### src/rtl/serial_ripple_subtractor_if.sv
// Operand/result handshake bundle for the bit-serial subtractor.
// The master side drives operands and takes results; the slave side is the subtractor.
interface serial_ripple_subtractor_if #(
    parameter int SIZE = 4
);
    logic            in_valid;
    logic            in_ready;
    logic [SIZE-1:0] a;
    logic [SIZE-1:0] b;
    logic            bi;
    logic            out_valid;
    logic            out_ready;
    logic [SIZE-1:0] diff;
    logic            bo;

    modport master (
        output in_valid, a, b, bi, out_ready,
        input  in_ready, out_valid, diff, bo
    );

    modport slave (
        input  in_valid, a, b, bi, out_ready,
        output in_ready, out_valid, diff, bo
    );
endinterface

### src/rtl/serial_ripple_subtractor.sv
// Bit-serial ripple subtractor, diff = a - b - bi, one bit per cycle LSB first.
// Latency: SIZE edges from accept to out_valid; one operation per SIZE+2 cycles.
// Backpressure: result held in DONE until out_ready; no new operands accepted until then.
module serial_ripple_subtractor #(
    parameter int SIZE = 4
) (
    input logic                       clk,
    input logic                       rst_n,
    serial_ripple_subtractor_if.slave bus
);
    localparam int CW = $clog2(SIZE) + 1;
    localparam logic [CW-1:0] LAST = CW'(SIZE - 1);

    localparam logic [1:0] IDLE = 2'd0;
    localparam logic [1:0] RUN  = 2'd1;
    localparam logic [1:0] DONE = 2'd2;

    logic [1:0]      state;
    logic [CW-1:0]   cnt;
    logic [SIZE-1:0] a_sh;
    logic [SIZE-1:0] b_sh;
    logic [SIZE-1:0] diff_q;
    logic            br;
    logic            bo_q;

    logic a_k;
    logic b_k;
    logic d_k;
    logic br_nxt;

    // One full-subtractor cell, fed from the low end of the operand shifters.
    always_comb begin
        a_k    = a_sh[0];
        b_k    = b_sh[0];
        d_k    = a_k ^ b_k ^ br;
        br_nxt = (~a_k & b_k) | (~(a_k ^ b_k) & br);
    end

    always_ff @(posedge clk or negedge rst_n) begin
        if (!rst_n) begin
            state  <= IDLE;
            cnt    <= '0;
            a_sh   <= '0;
            b_sh   <= '0;
            diff_q <= '0;
            br     <= 1'b0;
            bo_q   <= 1'b0;
        end else begin
            case (state)
                IDLE: begin
                    if (bus.in_valid) begin
                        a_sh  <= bus.a;
                        b_sh  <= bus.b;
                        br    <= bus.bi;
                        cnt   <= '0;
                        state <= RUN;
                    end
                end
                RUN: begin
                    a_sh   <= a_sh >> 1;
                    b_sh   <= b_sh >> 1;
                    br     <= br_nxt;
                    // New bit enters at the MSB so after SIZE shifts bit 0 sits at the LSB.
                    diff_q <= (diff_q >> 1) | (SIZE'(d_k) << (SIZE - 1));
                    cnt    <= cnt + CW'(1);
                    if (cnt == LAST) begin
                        bo_q  <= br_nxt;
                        state <= DONE;
                    end
                end
                DONE: begin
                    if (bus.out_ready) begin
                        state <= IDLE;
                    end
                end
                default: state <= IDLE;
            endcase
        end
    end

    assign bus.in_ready  = (state == IDLE);
    assign bus.out_valid = (state == DONE);
    assign bus.diff      = diff_q;
    assign bus.bo        = bo_q;
endmodule

### src/flat_wrapper.sv
// flat-port wrapper written by rule: the top's interface ports become plain ports
module serial_ripple_subtractor_flat 
#(
    parameter int SIZE = 4
)
  (clk, rst_n, bus_in_valid, bus_a, bus_b, bus_bi, bus_out_ready, bus_in_ready, bus_out_valid, bus_diff, bus_bo);
  serial_ripple_subtractor_if #(.SIZE(SIZE)) bus_i ();
  input logic clk;
  input logic rst_n;
  input wire logic [$bits(bus_i.in_valid)-1:0] bus_in_valid;
  input wire logic [$bits(bus_i.a)-1:0] bus_a;
  input wire logic [$bits(bus_i.b)-1:0] bus_b;
  input wire logic [$bits(bus_i.bi)-1:0] bus_bi;
  input wire logic [$bits(bus_i.out_ready)-1:0] bus_out_ready;
  output wire logic [$bits(bus_i.in_ready)-1:0] bus_in_ready;
  output wire logic [$bits(bus_i.out_valid)-1:0] bus_out_valid;
  output wire logic [$bits(bus_i.diff)-1:0] bus_diff;
  output wire logic [$bits(bus_i.bo)-1:0] bus_bo;
  assign bus_i.in_valid = bus_in_valid;
  assign bus_i.a = bus_a;
  assign bus_i.b = bus_b;
  assign bus_i.bi = bus_bi;
  assign bus_i.out_ready = bus_out_ready;
  assign bus_in_ready = bus_i.in_ready;
  assign bus_out_valid = bus_i.out_valid;
  assign bus_diff = bus_i.diff;
  assign bus_bo = bus_i.bo;
  serial_ripple_subtractor #(.SIZE(SIZE)) u_core (.clk(clk), .rst_n(rst_n), .bus(bus_i));
endmodule
### config.mk
export PLATFORM = sky130hd
export DESIGN_NAME = serial_ripple_subtractor_flat
export DESIGN_NICKNAME = d
export VERILOG_FILES = /design/src/rtl/serial_ripple_subtractor_if.sv /design/src/rtl/serial_ripple_subtractor.sv /design/src/flat_wrapper.sv
export SDC_FILE = /design/constraint.sdc
export NUM_CORES = 1
export LEC_CHECK = 0
export CAP_MARGIN = 15
export CORE_UTILIZATION = 45
export DETAILED_ROUTE_END_ITERATION = 7
export DONT_BUFFER_PORTS = 1
export PLACE_DENSITY_LB_ADDON = 0.12
export SYNTH_ARGS = -nofsm -noshare
export SYNTH_HDL_FRONTEND = slang
export SYNTH_SLANG_ARGS = --single-unit
### constraint.sdc
create_clock -name clk -period 1.4 [get_ports clk]
set_input_delay 0.07 -clock clk [delete_from_list [all_inputs] [get_ports clk]]
set_output_delay 0.07 -clock clk [all_outputs]
set_load 0.02 [all_outputs]
# Word-level counts from Yosys, hierarchy flattened
# Index checks and enable logic that the tools add are counted.
# classes
add_sub_neg	1
n_eq_ne	6
muxes	12
bitwise_logic	8
reduce_logical	5
# op_table
cell	n
$pmux 4 s2	2
$mux 4	2
$mux 2	3
$pmux 2 s3	1
$pmux 3 s2	1
$ne 2x2->1 const B	2
$or 3x4->4	1
$reduce_and 2->1	2
$add 3x1->3 const B	1
$eq 3x2->1 const B	1
$mux 3	1
$reduce_and 3->1	1
$and 1x1->1	2
$eq 2x1->1 const B	1
$eq 2x2->1 const B	1
$logic_not 2->1	1
$ne 2x1->1 const B	1
$not 1->1	2
$pmux 1 s2	1
$reduce_bool 2->1	1
$xor 1x1->1	2
$mux 1	1
$or 1x1->1	1
# word_totals
reg_bits	19
input_bits	13
output_inout_bits	7
wordCells	39

# Logic depth before layout (Yosys ltp)
# logic_depth
ltp_word	5
depth_mapped	4
ltp_nobuf	4

# Least setup slack after synthesis
# OpenSTA, ideal clock, no wires.
# synth_path
kind	reg-to-reg
startpoint	reg u_core.b_sh[0]
endpoint	reg u_core.br
setup_time_ps	104
arrival_ps	1128
required_ps	1296
path_slack_ps	169
stages_incl_launch_ff	5
path_buffers	0
period_less_slack_ps	1231
path_cell_list	dfrtp_1 -> inv_1 -> fa_1 -> and3b_1 -> a221oi_1
# synth_via
elab_chain_cells	5
word_cells_on_any_way	6
classes_between	mux: 1; bitwise: 5
# synth_rtl
element	line	source
start: declaration	serial_ripple_subtractor.sv:21	logic [SIZE-1:0] b_sh;
start signal: assignment	serial_ripple_subtractor.sv:53	b_sh <= bus.b;
start signal: assignment	serial_ripple_subtractor.sv:61	b_sh <= b_sh >> 1;
$xor 1x1->1	serial_ripple_subtractor.sv:36	br_nxt = (~a_k & b_k) | (~(a_k ^ b_k) & br);
$not 1->1	serial_ripple_subtractor.sv:36	
$and 1x1->1	serial_ripple_subtractor.sv:36	
$or 1x1->1 *	serial_ripple_subtractor.sv:36	
$pmux 1 s2 *	serial_ripple_subtractor.sv:49	case (state)
end signal: assignment	serial_ripple_subtractor.sv:54	br <= bus.bi;
end signal: assignment	serial_ripple_subtractor.sv:62	br <= br_nxt;
end: declaration	serial_ripple_subtractor.sv:23	logic br;
# Every way passes the cells marked *; elsewhere a longest branch is shown, timed or not.
# A chain may end at the register's enable or synchronous reset.

# Worst setup path after layout
# layout_path
startpoint	reg u_core.state[0]
endpoint	out bus_out_valid
# layout_via
elab_chain_cells	1
# layout_rtl
element	line	source
start: declaration	serial_ripple_subtractor.sv:18	logic [1:0] state;
start signal: assignment	serial_ripple_subtractor.sv:41	state <= IDLE;
start signal: assignment	serial_ripple_subtractor.sv:56	state <= RUN;
start signal: assignment	serial_ripple_subtractor.sv:68	state <= DONE;
$eq 2x2->1	serial_ripple_subtractor.sv:82	assign bus.out_valid = (state == DONE);
end: declaration	flat_wrapper.sv:16	output wire logic [$bits(bus_i.out_valid)-1:0] bus_out_valid;
# No other way between the ends.

==> metrics.txt <==
status complete, no violations; critical path's slowest cell dfrtp_2; first-pass GRT wire length 2739 um; CTS HTree Levels 1; Finished Core Util 55.74%; n_diodes 0; cells along the critical path buf_4 -> nand2b_1 -> inv_1; Tot GR Track Use 17.73%; PortBufs 0; Final GP Congestion 0.6359; initial antenna violation count 0; mapped cell area 943.4 um2; largest area contributor in the netlist dfrtp_1; vias in the first global route 633; io pins 20; Leakage 0.0004995 uW; post-route insts no fill 113; setup violators final 0; worst stage delay on the critical path 0.48 ns; Num Clock Sinks 19; Post-Syn Nets 90; Root Driver clkbuf_4; Fin Setup TNS 0 ns; top-area cell type share of the netlist area 50.40%; CP max FO 10; Initial DRC Count 20; layout cells sized above 1 23.26%; TritonCTS Buffers 3; via count 628; Starting Density 48.09%; Req. time, crit path 1.33 ns; Worst Tran Pin Value 0.8559 ns; post-synthesis sequential area ratio 50.40%; DR pass1 iterations 4; CTS tree done; Crit Path Class reg2out; nets@finish 103; min-delay worst type in2reg; WL per Instance 16.45 um; top post-synthesis cells by area dfrtp_1, mux2_4, inv_1; pin count of the biggest net entering global routing 20; Area Overhead vs Synth 15.92%; count of different cell masters after synthesis 34; final setup skew 0.004039 ns; RSZ-0062 raised after global routing no; Synth Warn # 0; synthesis-stage register bit count 19; Mapped Avg Cell Area 12.75 um2; clock-pin slew on the worst setup and hold paths 0.11 ns; DP HPWL 1261 um; Hold Fails Final Rpt 0; CP Data Arrival Time 1.23 ns; PD cells 2310 mW/mm2; setup bufs post-CTS 0; DRC viols 0; Worst VDD drop 1.085 mV; die area 0.002283 mm2; Peak Freq 0.7699 GHz; clock insertion delay at the later pin of the skew report 0.29 ns; Post-Synthesis Cells 74; antenna violation net count after detailed routing 0; Chip Width 47.79 um; Slew HR 42.75%; commonest non-fill, non-tap cells in the layout dfrtp_1, inv_1, dlygate4sd3_1; final WL 1859 um; crit end category output pin; grt total ovfl 0; Max Slew Vio Count 0; max-cap violation count 0; total core area 0.001962 mm2; commonest non-fill, non-tap cell in the layout dfrtp_1; period utilization 92.78%; # rows 16; placed insts 101; total power 2526 uW; CTS Buffer Depth 2; Die Height 47.79 um; vias per cell 5.558; Startpoint Class flip-flop; minimum clock period 1.299 ns
## synth_stat cells
master / count
o22ai_1: 1
nand2_1: 1
nand3b_1: 1
fa_1: 1
o21ba_2: 1
or4b_1: 2
nor2b_1: 4
ha_1: 2
and2b_1: 1
and4bb_2: 1
nor3b_1: 2
a222oi_1: 3
a221oi_1: 1
a211oi_1: 1
mux2_2: 1
o21ai_1: 1
buf_6: 1
buf_4: 1
mux2_4: 3
nor4b_1: 1
nand2b_1: 2
nor2_4: 1
dfrtp_1: 19
inv_1: 9
a22o_1: 1
mux2i_1: 2
o21bai_4: 1
a21oi_1: 1
o221a_2: 2
buf_2: 2
o311ai_0: 1
nand4bb_1: 1
a211o_1: 1
and3b_1: 1
## critical path: cells and delay by family, from the launching register on
| kind | cells | cell delay (ns) |
|---|---|---|
| simple gates | 1 | 0.14 |
| flops | 1 | 0.48 |
| buf+inv | 2 | 0.31 |
## registers in the layout (all words and copies together) (netlist names)
register	cells
u_core.cnt	3
u_core.a_sh	4
u_core.b_sh	4
u_core.br	1
u_core.bus.diff	4
u_core.bus.bo	1
u_core.state	2
## final timing paths
| check | start | cells after the start | slack (ns) | to |
|---|---|---|---|---|
| min | bus_in_valid | 2 | 0.02 | u_core.b_sh[1]$_DFFE_PN0P_ |
| max reg2reg | u_core.cnt[0]$_DFFE_PN0P_ | 4 | 0.11 | u_core.bus.bo$_DFFE_PN0P_ |
| min reg2reg | u_core.b_sh[3]$_DFFE_PN0P_ | 2 | 0.51 | u_core.b_sh[3]$_DFFE_PN0P_ |
| max in group asynchronous | rst_n | 1 | 0.51 | u_core.state[0]$_DFFE_PN0P_ |
| min in group asynchronous | rst_n | 1 | 0.32 | u_core.bus.diff[1]$_DFFE_PN0N_ |
| max | u_core.state[0]$_DFFE_PN0P_ | 3 | 0.10 | bus_out_valid |
## per-layer routing
| layer | wire length (um) | up-vias | track usage, % |
|---|---|---|---|
| li1 | - | 295 | - |
| met4 | 0 | 0 | 6.111 |
| met1 | 865 | 314 | 24.76 |
| met3 | 87 | 0 | 3.774 |
| met5 | 0 | - | 0 |
| met2 | 906 | 19 | 27.30 |
## cell type report
| class | count | area, um2 |
|---|---|---|
| Timing Repair Buffer | 12 | 110.1 |
| Tap cell | 27 | 33.78 |
| Inverter | 9 | 33.78 |
| Clock buffer | 3 | 22.52 |
| Multi-Input combinational cell | 42 | 411.6 |
| Sequential cell | 19 | 476.7 |
| Fill cell | 200 | 868.3 |
| Clock inverter | 1 | 5.005 |
## what timing repair did
item	in CTS	in global routing
endpoints found under the setup margin	0	2
hold endpoints to repair	26	0
resized for setup	0	2
hold buffers	8	0
## cells by family after synthesis
logic type / Yosys count / synth area share (%)
DFF: 19 / 50.40
and+or+nand+nor: 18 / 15.25
AOI/OAI and AO/OA: 15 / 14.85
buffers and inverters: 13 / 6.631
muxes: 6 / 8.090
adders and majority gates: 3 / 4.774
## power by group
group | internal (uW) | switching [uW] | leakage (uW) | total, uW
clock network | 106 | 171 | 0.0000177 | 277
registers | 820 | 279 | 0.000228 | 1100
logic | 625 | 525 | 0.000253 | 1150
## through the flow
step,cell area [um2],hold slack (ns),setup WS (ns)
global route,1094,0.01922,0.02502
CTS,1086,0.001407,0.05886
global placement,978.4,-0.2252,0.1326
floorplan,943.4,-0.2256,0.1686
detailed placement,978.4,-0.2252,0.1192
finish,1094,0.01983,0.1011
No activity file was read; power rests on OpenSTA's default activity.
